--- config.mk ---
export PLATFORM = sky130hd
export DESIGN_NAME = register_file
export DESIGN_NICKNAME = d
export VERILOG_FILES = /design/src/rtl/register_file.sv
export SDC_FILE = /design/constraint.sdc
export NUM_CORES = 2
export LEC_CHECK = 0
export CORE_MARGIN = 3
export CORE_UTILIZATION = 60
export CTS_CLUSTER_SIZE = 14
export DETAILED_ROUTE_END_ITERATION = 7
export HOLD_SLACK_MARGIN = 0.05
export PLACE_DENSITY = 0.84
export SLEW_MARGIN = 20
export SYNTH_ARGS = -nofsm -noshare
export SYNTH_HDL_FRONTEND = slang
export SYNTH_SLANG_ARGS = --single-unit
--- constraint.sdc ---
create_clock -name clk -period 3.9 [get_ports clk]
set_clock_uncertainty 0.05 [all_clocks]
set_input_delay 0.975 -clock clk [delete_from_list [all_inputs] [get_ports clk]]
set_output_delay 0.975 -clock clk [all_outputs]
set_load 0.01 [all_outputs]
--- src/rtl/register_file.sv ---
// Two-read / one-write register file with write-first bypass on both read ports.
// Register 0 is hardwired to zero, and reset clears all storage asynchronously.
module register_file #(
    parameter int DATA_WIDTH = 32,
    parameter int ADDR_WIDTH = 5
) (
    input  logic                  clk,
    input  logic                  rst_n,
    input  logic                  EnableWrite,
    input  logic [ADDR_WIDTH-1:0] read_reg1,
    input  logic [ADDR_WIDTH-1:0] read_reg2,
    input  logic [ADDR_WIDTH-1:0] write_reg,
    input  logic [DATA_WIDTH-1:0] write_data,
    output logic [DATA_WIDTH-1:0] data_out1,
    output logic [DATA_WIDTH-1:0] data_out2
);

    localparam int NUM_REGS = 2 ** ADDR_WIDTH;

    logic [DATA_WIDTH-1:0] regs_q [NUM_REGS];
    logic [DATA_WIDTH-1:0] regs_d [NUM_REGS];
    logic                  write_hit;

    // A write aimed at register 0 is treated as no write at all, which also
    // keeps the bypass path from ever forwarding into index 0.
    assign write_hit = EnableWrite && (write_reg != '0);

    always_comb begin
        for (int i = 0; i < NUM_REGS; i++) begin
            regs_d[i] = regs_q[i];
            if (write_hit && (write_reg == ADDR_WIDTH'(i))) begin
                regs_d[i] = write_data;
            end
        end
        regs_d[0] = '0;
    end

    always_ff @(posedge clk or negedge rst_n) begin
        if (!rst_n) begin
            for (int i = 0; i < NUM_REGS; i++) begin
                regs_q[i] <= '0;
            end
        end else begin
            for (int i = 0; i < NUM_REGS; i++) begin
                regs_q[i] <= regs_d[i];
            end
        end
    end

    // Outputs are forced to zero during reset so that the bypass cannot leak
    // write_data out while the storage is held clear.
    always_comb begin
        data_out1 = '0;
        data_out2 = '0;
        if (rst_n) begin
            if (read_reg1 != '0) begin
                data_out1 = (write_hit && (write_reg == read_reg1)) ? write_data : regs_q[read_reg1];
            end
            if (read_reg2 != '0) begin
                data_out2 = (write_hit && (write_reg == read_reg2)) ? write_data : regs_q[read_reg2];
            end
        end
    end

endmodule

==> results by group <==
Clock network
  – Sink Count: 992
  – Root buffer cell: clkbuf_16
  – Reg clk slew, reported paths: 70 ps
  – TritonCTS clock tree: done
  – CTS buffer count: 101
  – Htree depth: 3
  – Clock tree buffer depth: 3
  – Worst-Skew Late Latency: 690 ps

Power and ir drop
  – Pwr Density: 491 nW/um^2
  – Psw: 10.0 mW
  – Power, Total: 32.7 mW
  – Internal: 22.7 mW
  – Sw frac: 30.6%
  – Clock power frac: 32.1%
  – Combinational power share: 24.3%
  – Peak supply drop: 380 uV
  – LEAKAGE: 28.9 nW
  – Seq pwr share: 43.6%

Synth
  – Most frequent cells after synthesis: mux2_2 (1074), dfrtp_1 (992), mux4_2 (422)
  – Synth Flop Type: dfrtp_1
  – Largest family of logic cells by synthesized area: multiplexers
  – Synth Area in Compound Gates: 5.53%
  – Synthesized area per cell: 14.6 um^2
  – Most instantiated library cell after synthesis: mux2_2
  – Netlist Area Pre-Place: 54000 um^2
  – Yosys Warn Count: 0
  – Post-Synth XOR/XNOR Area: 0.162%
  – Register bit total from synthesis: 992
  – Post-synth EDFFs: 0
  – Distinct cells, synth: 68
  – Mapped Cells: 3693
  – Synth top area cells: dfrtp_1 (46%), mux2_2 (22%), mux4_2 (18%), a221oi_1 (1.5%), clkbuf_1 (1.3%)
  – Post-Synth Simple-Gate Area: 3.08%
  – Syn_nets: 3743
  – Yosys top cell by area: dfrtp_1
  – Sequential area share after synthesis: 46.0%
  – FFs w/ async S/R, synth: 100%
  – Mux cell area share after synthesis: 41.5%
  – Area share of the largest cell type after synthesis: 46.0%
  – Synth Area in Adders: 0%

Setup path
  – Setup CP Type: in -> out
  – CP max stage cell: a311oi_1
  – CP Buf/Inv Count: 7
  – Cell depth of the worst setup path: 12
  – Data required time at the worst endpoint: 2870 ps
  – FF-to-FF Start: regs_q[781]
  – Crit-path most repeated cell: buf_6
  – Max incr delay on CP: 370 ps
  – Worst endpoint data arrival time: 3270 ps
  – Crit-path cells: buf_2 -> buf_6 -> xnor2_2 -> nand4_1 -> buf_4 -> buf_6 -> nor3_4 -> buf_6 -> a221oi_2 -> a311oi_1 -> buf_4 -> buf_6
  – Worst Path Max Fanout: 4
  – CP endpoint kind: primary output
  – Worst r2r path cells: 1
  – Terminus of the critical flop-to-flop path: regs_q[781]
  – Critical Path Source Type: input port
  – Top Family by Delay on Critical Path: buffers and inverters
  – R2r setup slk: 2880 ps

Timing
  – Minimum clock period: 4290 ps
  – Fmax: 233 MHz
  – Post-route setup slack: -391 ps
  – Final Hold Fails: 0
  – Max_slew headroom: 25.3%
  – Final TNS setup: -10980 ps
  – Worst-Margin Slew: 1120 ps
  – RSZ-0062 raised after global routing: true
  – Final setup vio count: 62
  – Tcrit/Tclk final: 110%
  – Count of pins over their slew limit: 0

GRT
  – Antenna violations before repair: 11
  – Pin count of the biggest net entering global routing: 188
  – First-pass GRT wire length: 308 mm
  – Total Routing Usage GR: 45.4%
  – GRT overflow: 0
  – Number of global-route vias before repair: 44400

Route
  – DRC Markers: 23
  – Final wirelength: 229 mm
  – Average wire per standard cell: 42.4 um
  – First-pass detailed-route iteration total: 8
  – Vias per inst: 8.23
  – Initial DRC count: 7676
  – Vias: 44500
  – Post-DRT Antenna Nets: 0

Final layout
  – Share of layout cells above drive strength 1: 62.3%
  – Largest registers: regs_q x992
  – Fin cells: 5406
  – Area growth, synth to finish: 23.6%
  – Most flop-heavy register: regs_q
  – Design area: 66700 um^2
  – Fin nets: 4202
  – Max reg flops: 992

Hold path
  – Worst Hold Class: in -> async

Placed design
  – RePlAce Congestion: 0.972
  – DP Area: 59800 um^2
  – HPWL after DPL: 121 mm
  – Setup slack at placement: -1080 ps
  – Placed Instances: 5081
  – Port bufs: 113

Outcome
  – Status: finished, violations left
  – Failing checks: DRC, setup timing

Floorplanning
  – Die height: 306 um
  – Die Width: 306 um
  – Area of the core: 88800 um^2
  – Initial Util: 60.8%
  – I/O pin count: 114
  – Die area: 93600 um^2
  – Row count: 109

Flow run
  – Max-cap viol count: 0
## cell families (layout without fill, tap and decap cells)
group,count (synthesis),in the layout
xor gates and xnor gates,10,10
and+or+nand+nor,320,320
DFF,992,992
AOI/OAI and AO/OA,386,386
other,0,7
buffers and inverters,411,952
muxes,1574,1574
## area by class of cell
cell class / instances / area, um^2
Multi-Input combinational cell: 2290 / 28600
Sequential cell: 992 / 24800
Timing Repair Buffer: 762 / 8240
Clock buffer: 151 / 3050
Tap cell: 1165 / 1460
Clock inverter: 34 / 470
Fill cell: 4475 / 22100
Inverter: 5 / 18.8
Antenna cell: 7 / 17.5
## placed cells by master (no fill, tap or decap), types with 26 or more instances in the layout
master	netlist	layout
buf_16	0	31
o21ai_2	1	26
nor2b_1	76	65
mux2i_1	61	57
buf_12	1	106
nor3_1	42	36
clkbuf_8	0	31
mux4_2	422	422
buf_6	27	76
a221oi_1	90	54
clkbuf_16	0	107
mux2_2	1074	1072
buf_4	17	436
a22o_1	47	47
nand2_1	82	66
clkdlybuf4s50_1	0	32
a221oi_2	0	27
dfrtp_1	992	992
buf_2	115	46
## per-stage QoR
step           util (%)  hold WS (ps)
2_1_floorplan         -           420
3_3_place_gp       67.4           430
3_5_place_dp       67.4           451
4_1_cts            74.0           241
5_1_grt            75.1           227
6_report           75.1           224
## worst max path at each step
stage                          endpoint         start  slack [ps]
after detailed placement  data_out2[22]  write_reg[4]       -1080
after floorplan           data_out1[15]  read_reg1[1]         220
after CTS                  data_out1[5]  read_reg1[0]         -70
after global routing      data_out1[27]  read_reg1[0]        -360
after global placement    data_out2[27]  write_reg[4]        -970
final                     data_out1[10]  write_reg[4]        -390
## repair_timing
item / 4_1_cts / 5_1_grt
setup endpoints to repair: 64 / 64
cloned: 21 / 5
setup buffers: 91 / 34
pin swaps: 84 / 50
endpoints found under the hold margin: 1 / 0
resized for setup: 567 / 186
hold buffers: 1 / 0
## routing by layer
layer | up-vias | GRT usage [%] | wire, um
li1 | 15400 | - | -
met1 | 21800 | 52.4 | 67600
met2 | 5062 | 64.5 | 93200
met3 | 2177 | 21.1 | 39200
met4 | 34 | 38.5 | 28300
met5 | - | 0.657 | 1040
## power groups by stage
stage	Sequential [mW]	Combinational, mW	Clock, mW
global route	14.3	8.15	10.9
global placement	13.7	6.53	0
floorplan	13.4	4.79	0
detailed placement	13.9	6.76	0
finish	14.3	7.95	10.5
CTS	13.8	7.19	10.3
Note: power is estimated with default switching activity, not from simulation.
